### config.mk
export PLATFORM = sky130hd
export DESIGN_NAME = seq_sub32
export DESIGN_NICKNAME = d
export VERILOG_FILES = /design/src/rtl/seq_sub32_pkg.sv /design/src/rtl/seq_sub32_digit.sv /design/src/rtl/seq_sub32.sv
export SDC_FILE = /design/constraint.sdc
export NUM_CORES = 1
export LEC_CHECK = 0
export CAP_MARGIN = 15
export CELL_PAD_IN_SITES_DETAIL_PLACEMENT = 0
export CELL_PAD_IN_SITES_GLOBAL_PLACEMENT = 1
export CORE_MARGIN = 2
export CORE_UTILIZATION = 35
export DETAILED_ROUTE_END_ITERATION = 6
export PLACE_DENSITY = 0.79
export SLEW_MARGIN = 20
export SYNTH_ARGS = -nofsm -noshare
export SYNTH_HDL_FRONTEND = slang
export SYNTH_SLANG_ARGS = --single-unit
export TNS_END_PERCENT = 10
### constraint.sdc
create_clock -name clk -period 2.85 [get_ports clk]
set_input_delay 0.4275 -clock clk [delete_from_list [all_inputs] [get_ports clk]]
set_output_delay 0.4275 -clock clk [all_outputs]
set_load 0.005 [all_outputs]
### src/rtl/seq_sub32_pkg.sv
// rtl/seq_sub32_pkg.sv - shared constants, state type and parameter check for seq_sub32
package seq_sub32_pkg;

    localparam int DATA_W = 32;

    typedef enum logic {
        IDLE = 1'b0,
        RUN  = 1'b1
    } state_t;

    function automatic bit digit_w_legal(input int w);
        return (w == 1) || (w == 2) || (w == 4) || (w == 8) || (w == 16) || (w == 32);
    endfunction

endpackage

### src/rtl/seq_sub32_digit.sv
// rtl/seq_sub32_digit.sv - combinational DIGIT_W-bit borrow-ripple subtract slice
module sub_digit #(
    parameter int DIGIT_W = 4
) (
    input  logic [DIGIT_W-1:0] a,
    input  logic [DIGIT_W-1:0] b,
    input  logic               bin,
    output logic [DIGIT_W-1:0] diff,
    output logic               bout
);

    // a - b - bin == a + ~b + ~bin: full-adder chain with the borrow carried inverted
    logic [DIGIT_W-1:0] b_n;
    logic [DIGIT_W:0]   carry;

    assign b_n      = ~b;
    assign carry[0] = ~bin;

    for (genvar i = 0; i < DIGIT_W; i++) begin : g_fa
        assign diff[i]    = a[i] ^ b_n[i] ^ carry[i];
        assign carry[i+1] = (a[i] & b_n[i]) | (carry[i] & (a[i] ^ b_n[i]));
    end

    assign bout = ~carry[DIGIT_W];

endmodule

### src/rtl/seq_sub32.sv
// rtl/seq_sub32.sv - multi-cycle 32-bit subtractor, DIGIT_W bits per clock, start/busy/done
module seq_sub32
    import seq_sub32_pkg::*;
#(
    parameter int DIGIT_W = 4
) (
    input  logic              clk,
    input  logic              rst_n,
    input  logic              start,
    input  logic [DATA_W-1:0] input_a,
    input  logic [DATA_W-1:0] input_b,
    input  logic              bin,
    output logic [DATA_W-1:0] sub_result,
    output logic              bout,
    output logic              overflow,
    output logic              zero,
    output logic              busy,
    output logic              done
);

    localparam int NDIG  = DATA_W / DIGIT_W;
    localparam int CNT_W = (NDIG > 1) ? $clog2(NDIG) : 1;
    localparam logic [CNT_W-1:0] LAST = CNT_W'(NDIG - 1);

    if (!digit_w_legal(DIGIT_W)) begin : g_bad_digit_w
        $error("seq_sub32: DIGIT_W must be one of 1, 2, 4, 8, 16, 32");
    end

    state_t            state_q, state_d;
    logic [CNT_W-1:0]  cnt_q, cnt_d;
    logic [DATA_W-1:0] a_sh_q, a_sh_d, b_sh_q, b_sh_d, part_q, part_d;
    logic              borrow_q, borrow_d;
    logic              a_sign_q, a_sign_d, b_sign_q, b_sign_d;
    logic [DATA_W-1:0] res_q, res_d;
    logic              bout_q, bout_d, ovf_q, ovf_d, zero_q, zero_d, done_q, done_d;

    logic [DIGIT_W-1:0] dig_diff;
    logic               dig_bout;
    logic [DATA_W-1:0]  part_shift;

    sub_digit #(.DIGIT_W(DIGIT_W)) u_digit (
        .a    (a_sh_q[DIGIT_W-1:0]),
        .b    (b_sh_q[DIGIT_W-1:0]),
        .bin  (borrow_q),
        .diff (dig_diff),
        .bout (dig_bout)
    );

    // Digits enter at the top so the first (least significant) one lands at bit 0 after NDIG shifts
    if (DIGIT_W == DATA_W) begin : g_single
        assign part_shift = dig_diff;
    end else begin : g_multi
        assign part_shift = {dig_diff, part_q[DATA_W-1:DIGIT_W]};
    end

    always_ff @(posedge clk or negedge rst_n) begin
        if (!rst_n) begin
            state_q  <= IDLE;
            cnt_q    <= '0;
            a_sh_q   <= '0;
            b_sh_q   <= '0;
            part_q   <= '0;
            borrow_q <= 1'b0;
            a_sign_q <= 1'b0;
            b_sign_q <= 1'b0;
            res_q    <= '0;
            bout_q   <= 1'b0;
            ovf_q    <= 1'b0;
            zero_q   <= 1'b0;
            done_q   <= 1'b0;
        end else begin
            state_q  <= state_d;
            cnt_q    <= cnt_d;
            a_sh_q   <= a_sh_d;
            b_sh_q   <= b_sh_d;
            part_q   <= part_d;
            borrow_q <= borrow_d;
            a_sign_q <= a_sign_d;
            b_sign_q <= b_sign_d;
            res_q    <= res_d;
            bout_q   <= bout_d;
            ovf_q    <= ovf_d;
            zero_q   <= zero_d;
            done_q   <= done_d;
        end
    end

    always_comb begin
        state_d = state_q;
        case (state_q)
            IDLE:    if (start) state_d = RUN;
            RUN:     if (cnt_q == LAST) state_d = IDLE;
            default: state_d = IDLE;
        endcase
    end

    always_comb begin
        cnt_d    = cnt_q;
        a_sh_d   = a_sh_q;
        b_sh_d   = b_sh_q;
        part_d   = part_q;
        borrow_d = borrow_q;
        a_sign_d = a_sign_q;
        b_sign_d = b_sign_q;
        res_d    = res_q;
        bout_d   = bout_q;
        ovf_d    = ovf_q;
        zero_d   = zero_q;
        done_d   = 1'b0;
        if (state_q == IDLE && start) begin
            a_sh_d   = input_a;
            b_sh_d   = input_b;
            borrow_d = bin;
            cnt_d    = '0;
            part_d   = '0;
            // Sign bits are kept separately because the operand registers shift away
            a_sign_d = input_a[DATA_W-1];
            b_sign_d = input_b[DATA_W-1];
        end else if (state_q == RUN) begin
            a_sh_d   = a_sh_q >> DIGIT_W;
            b_sh_d   = b_sh_q >> DIGIT_W;
            borrow_d = dig_bout;
            part_d   = part_shift;
            cnt_d    = cnt_q + 1'b1;
            if (cnt_q == LAST) begin
                cnt_d  = '0;
                res_d  = part_shift;
                bout_d = dig_bout;
                ovf_d  = (a_sign_q != b_sign_q) && (part_shift[DATA_W-1] != a_sign_q);
                zero_d = (part_shift == '0);
                done_d = 1'b1;
            end
        end
    end

    always_comb begin
        busy       = (state_q == RUN);
        done       = done_q;
        sub_result = res_q;
        bout       = bout_q;
        overflow   = ovf_q;
        zero       = zero_q;
    end

endmodule

==> flow_summary.yaml, run 1 <==
power_and_ir_drop:
  p_int_mw: 5.536
  p_per_area_nw_per_um2: 1047
  p_leak_nw: 3.584
  switching_share_pct: 31.32
  power_mw: 8.060
  switching_power_mw: 2.524
  seqPwrFrac_pct: 42.4
  ir_drop_uv: 548.4
  clockPowerShare_pct: 27.6
  comb_power_share_pct: 29.9
detailed_routing:
  drt_iter0_markers: 224
  totalWireLength_um: 12610
  wire_per_inst_um: 15.10
  via_count: 3963
  postRouteAntennaNets: 0
  dr.pass1.iters: 4
  route.detailed.drc: 0
  avgViaCountPerCell: 4.746
floorplanning:
  die_w_um: 134.1
  io_pins: 105
  die_area_um2: 17980
  start_util_pct: 35.71
  die_h_um: 134.1
  rows: 47
  placeableCoreArea_um2: 16580
setup_path:
  cp_cell_sequence: "inv_1, fa_1, fa_1, inv_1, fa_1, fa_1, nor4bb_2, nand4_1, o31ai_1"
  crit_end: "zero$_DFFE_PN0P_"
  crit_top_cell: "fa_1"
  slowest_stage: "fa_1"
  r2r_end: "zero$_DFFE_PN0P_"
  r2r_start: "b_sh_q[0]$_DFFE_PN0P_"
  cp_top_family: "adder cells"
  r2r_setup_slack_ps: 230
  critPathLaunchType: "register"
  reg2reg_depth: 9
  max_stage_delay_ps: 560
  criticalPathCategory: "register to register"
  cp-end-kind: "register"
  crit_required_ps: 3170
  worstSetupPathDepth: 9
  cp-startpoint: "b_sh_q[0]$_DFFE_PN0P_"
  arrival_ps: 2940
  critPathMaxFanout: 5
  cp_num_buf_inv: 2
grt:
  antenna_found_initial: 1
  gr-usage-met3_pct: 6.500
  track_usage_pct: 14.81
  grt_max_degree: 70
  grt_pass1_vias: 4091
  grt_util_met1_pct: 18.76
  grt-busiest-layer: "met2"
  grt_pass1_wl_um: 20800
  overflow: 0
  grt_util_met2_pct: 23.25
synthesis:
  synth_area_leaders: "dfrtp_1 (57%), mux2i_1 (11%), mux2_4 (7.9%)"
  ys_seq_elements: 135
  synthArstFlopShare_pct: 100.0
  yosys.area.top_type: "dfrtp_1"
  syn_area_um2: 5922
  syn_inst: 507
  synth_common_cells: "dfrtp_1 (135), nand2_1 (108), o21ai_0 (84)"
  syn_area_per_cell_um2: 11.68
  synth_top_cell_area_share_pct: 57.05
  yosysSeqAreaShare_pct: 57.05
  synth-simple-area-share_pct: 9.127
  yosysWarnings: 0
  syn-num-nets: 581
  synth_top_family_by_area: "multiplexers"
  yosys-mux-area-fraction_pct: 19.56
  synth_flop_cell: "dfrtp_1"
  synth_adder_area_share_pct: 1.775
  synth_compound_area_share_pct: 8.198
  synth-xor-area-share_pct: 0
  synthDistinctLibCells: 25
  synth-edff-count: 0
  yosysMostFrequentCell: "dfrtp_1"
sta:
  report.final.slew_viol_count: 0
  worst_slew_pin_slew_ps: 679.3
  fin_setup_tns_ps: 0
  fin_crit_sh_pct: 91.99
  rsz0062_at_grt: "false"
  setup_viol: 0
  relSlewSlack_pct: 54.71
  fmax_ghz: 0.3814
  timing.final.crit_period_ps: 2622
  finClkSkew_ps: 6.598
  hold_viol_final: 0
clock_network:
  clk_pin_slew_worst_paths_ps: 60
  hold_buffers: 0
  clockBufferDepth: 2
  cts.sinks: 135
  tritoncts: "built"
  cts_resized: 0
  cts.root.buffer_cell: "clkbuf_16"
  cts_buffers: 17
  cts_setup_buffers: 0
  insertion_delay_ps: 410
  htreeDepth: 4
layout:
  diodes: 0
  final_nets: 676
  drive_gt1_share_pct: 12.20
  post-route-util_pct: 46.42
  area_delta_synth_final_pct: 30.00
placed_design:
  dp_hpwl_um: 8643
  io_buffers: 104
  globalplace.congestion: 0.7291
min_path:
  min_path_type: "input port to asynchronous set/reset pin"
status:
  outcome: "finished, final reports clean"
job:
  drv_cap: 0
## layout by cell type, fill, tap and decap left out, types with 3 or more instances in the layout
cell type        count
o21ai_0             84
a22o_1               6
buf_4                5
clkbuf_16           17
mux2_4              31
clkdlybuf4s50_1    102
fa_1                 4
mux2i_1             67
nor4_1               7
nand2_1            108
nor2_1              10
clkinv_4             5
dfrtp_1            134
inv_1                7
bufinv_16            3
## per-stage QoR
stage | area [um^2] | setup WS, ps | cells | hold slack [ps]
CTS | 7692 | 189.5 | 835 | 15.56
finish | 7699 | 228.2 | 835 | 2.214
global route | 7699 | 17.39 | 835 | 39.72
floorplan | 5922 | 468.2 | 507 | 131.9
detailed placement | 7087 | 210.9 | 803 | 465.1
global placement | 7087 | 334.2 | 803 | 454.9
## how the worst min path moves through the flow
stage	startpoint	depth (start not counted)	endpoint
after floorplan	rst_n	0	a_sh_q[0]$_DFFE_PN0P_
after global placement	rst_n	1	sub_result[22]$_DFFE_PN0P_
after detailed placement	rst_n	1	sub_result[20]$_DFFE_PN0P_
final	rst_n	1	sub_result[20]$_DFFE_PN0P_
after global routing	rst_n	1	sub_result[22]$_DFFE_PN0P_
after CTS	rst_n	1	sub_result[20]$_DFFE_PN0P_
## final cells by class
type	instances	area (um^2)
Clock buffer	18	429.2
Timing Repair Buffer	110	1110
Multi-Input combinational cell	330	2296
Fill cell	1526	8885
Tap cell	220	275.3
Clock inverter	14	176.4
Sequential cell	135	3382
Inverter	8	30.03
## cell families (layout without fill, tap and decap cells)
family                     Yosys count  count (layout)
and+or+nand+nor                    132             132
adders and majority gates            6               6
AOI/OAI and AO/OA                   92              92
buffers and inverters               42             150
DFF                                135             135
muxes                              100             100
## metal layers
| metal | share of wire (%) | vias to the layer above | wire length [um] |
|---|---|---|---|
| met4 | 1.0 | 0 | 132 |
| met1 | 45 | 1925 | 5642 |
| met3 | 7.0 | 10 | 888 |
| met5 | 0 | - | 0 |
| li1 | - | 1938 | - |
| met2 | 47 | 90 | 5946 |
## power groups by stage
stage,logic [mW],clock network [mW],registers [mW]
CTS,2.44,2.28,3.43
floorplan,1.62,0,3.20
global route,2.71,2.38,3.54
global placement,2.37,0,3.42
detailed placement,2.43,0,3.46
finish,2.41,2.23,3.42
## registers in the layout, indices dropped and copies added (netlist names)
signal,count
done,1
busy,1
b_sign_q,1
a_sign_q,1
a_sh_q,32
sub_result,32
zero,1
bout,1
overflow,1
cnt_q,3
part_q,28
borrow_q,1
b_sh_q,32
(Power assumes the default switching activity.)
==> run 2: changes to the inputs <==
==> constraint.sdc (replaced) <==
create_clock -name clk -period 3.1 [get_ports clk]
set_input_delay 0.465 -clock clk [delete_from_list [all_inputs] [get_ports clk]]
set_output_delay 0.465 -clock clk [all_outputs]
set_load 0.005 [all_outputs]
==> run 2 against run 1 <==
Compared with the run above:
- clock skew increased by 0.60 ps
- register-to-register slack improved by 240 ps
- sequential power shrank 9.1%
- routed wire length shrank 1.1%
- count of clock-buffer cells in the layout is the same
==> flow_summary.yaml, run 2 (same netlist as run 1, synthesis figures left out) <==
status:
  outcome: "finished, final reports clean"
sta:
  fmax_ghz: 0.3802
  whs_ps: 91.63
  relSlewSlack_pct: 52.23
  fin_crit_sh_pct: 84.84
  fin_setup_tns_ps: 0
  report.final.slew_viol_count: 0
  rsz0062_at_grt: "false"
  worst_slew_pin_slew_ps: 716.6
  hold_viol_final: 0
  finClkSkew_ps: 7.198
  timing.final.crit_period_ps: 2630
  setup_viol: 0
setup_path:
  cp-end-kind: "register"
  cp-startpoint: "b_sh_q[0]$_DFFE_PN0P_"
  crit_required_ps: 3420
  reg2reg_depth: 9
  r2r_setup_slack_ps: 470
  cp_cell_sequence: "inv_1, fa_1, fa_1, inv_1, fa_1, fa_1, nor4bb_1, nand4_1, o31ai_1"
  slowest_stage: "fa_1"
  crit_top_cell: "fa_1"
  arrival_ps: 2950
  max_stage_delay_ps: 590
  crit_end: "zero$_DFFE_PN0P_"
  critPathLaunchType: "register"
  critPathMaxFanout: 5
  r2r_start: "b_sh_q[0]$_DFFE_PN0P_"
  criticalPathCategory: "register to register"
  r2r_end: "zero$_DFFE_PN0P_"
detailed_routing:
  drt_iter0_markers: 237
  dr.pass1.iters: 5
  via_count: 3941
  wire_per_inst_um: 14.94
  totalWireLength_um: 12480
  route.detailed.drc: 0
  avgViaCountPerCell: 4.720
  postRouteAntennaNets: 0
placed_design:
  dp_cells: 802
  place_area_um2: 7092
  dp_hpwl_um: 8351
  io_buffers: 104
  globalplace.congestion: 0.7140
job:
  drv_cap: 0
grt:
  grt_pass1_wl_um: 20800
  overflow: 0
  antenna_found_initial: 1
  track_usage_pct: 14.85
  grt_max_degree: 141
  grt_pass1_vias: 4074
power_and_ir_drop:
  p_per_area_nw_per_um2: 958.4
  p_leak_nw: 3.579
  ir_drop_uv: 424.3
  power_mw: 7.368
clock_network:
  clockBufferDepth: 2
  cts.root.buffer_cell: "clkbuf_16"
  hold_buffers: 0
  cts_setup_buffers: 0
  insertion_delay_ps: 420
  cts_resized: 0
  cts_buffers: 17
  cts.sinks: 135
  clk_pin_slew_worst_paths_ps: 60
  htreeDepth: 4
  tritoncts: "built"
layout:
  final_common_cell: "dfrtp_1"
  area_delta_synth_final_pct: 29.81
  most-common-layout-cells: "dfrtp_1 (134), nand2_1 (108), clkdlybuf4s50_1 (102), o21ai_0 (84), mux2i_1 (67)"
  final_nets: 675
  fin_cells: 835
  fill_cells: 1562
  drive_gt1_share_pct: 11.89
  final_cell_area_um2: 7687
floorplanning:
  die_area_um2: 17980
  placeableCoreArea_um2: 16580
  rows: 47
  die_h_um: 134.1
  die_w_um: 134.1
  io_pins: 105
  start_util_pct: 35.71
min_path:
  min_path_type: "input port to asynchronous set/reset pin"
run 2: power by group:
part	switching, mW	total, mW	internal [mW]
clock	0.818	2.03	1.21
sequential	0.585	3.11	2.53
combinational	0.944	2.23	1.28
total	2.35	7.37	5.02
run 2: how the worst min path moves through the flow:
stage	startpoint	endpoint	slack [ps]
2_1_floorplan	rst_n	a_sh_q[0]$_DFFE_PN0P_	170
3_3_place_gp	b_sh_q[16]$_DFFE_PN0P_	b_sh_q[12]$_DFFE_PN0P_	460
3_5_place_dp	b_sh_q[18]$_DFFE_PN0P_	b_sh_q[14]$_DFFE_PN0P_	460
4_1_cts	rst_n	sub_result[22]$_DFFE_PN0P_	100
5_1_grt	rst_n	sub_result[20]$_DFFE_PN0P_	130
6_report	rst_n	sub_result[21]$_DFFE_PN0P_	90
run 2: worst max-delay path, delay by kind of cell (launching register included):
kind | cells | cell delay, ps
fa+ha+maj | 4 | 1320
flops | 1 | 380
compound gates | 1 | 260
buf+inv | 2 | 140
simple gates | 2 | 440
run 2: final cells by class:
| class | instances | area (um^2) | share of cell area (%) |
|---|---|---|---|
| inverters | 8 | 30.03 | 0.3906 |
| diodes | 1 | 2.502 | 0.03255 |
| well taps | 220 | 275.3 | 3.581 |
| clock inverters | 14 | 163.9 | 2.132 |
| multi-input cells | 330 | 2290 | 29.79 |
| clock buffers | 18 | 429.2 | 5.583 |
| flip-flops and latches | 135 | 3382 | 43.99 |
| repair buffers | 109 | 1115 | 14.50 |
run 2: layer usage:
| layer | wire length, um | part of all wire (%) | global-route usage (%) |
|---|---|---|---|
| met5 | 0 | 0 | 0 |
| met4 | 217 | 1.7 | 5.614 |
| met3 | 817 | 6.5 | 5.329 |
| met2 | 5861 | 47 | 23.36 |
| met1 | 5579 | 45 | 18.89 |
run 2: through the flow:
stage / setup WS (ps) / utilization, %
finish: 469.9 / 46.36
global route: 231.6 / 46.34
CTS: 435.6 / 46.34
detailed placement: 459.5 / 42.76
global placement: 585.6 / 42.76
floorplan: 718.2 / -
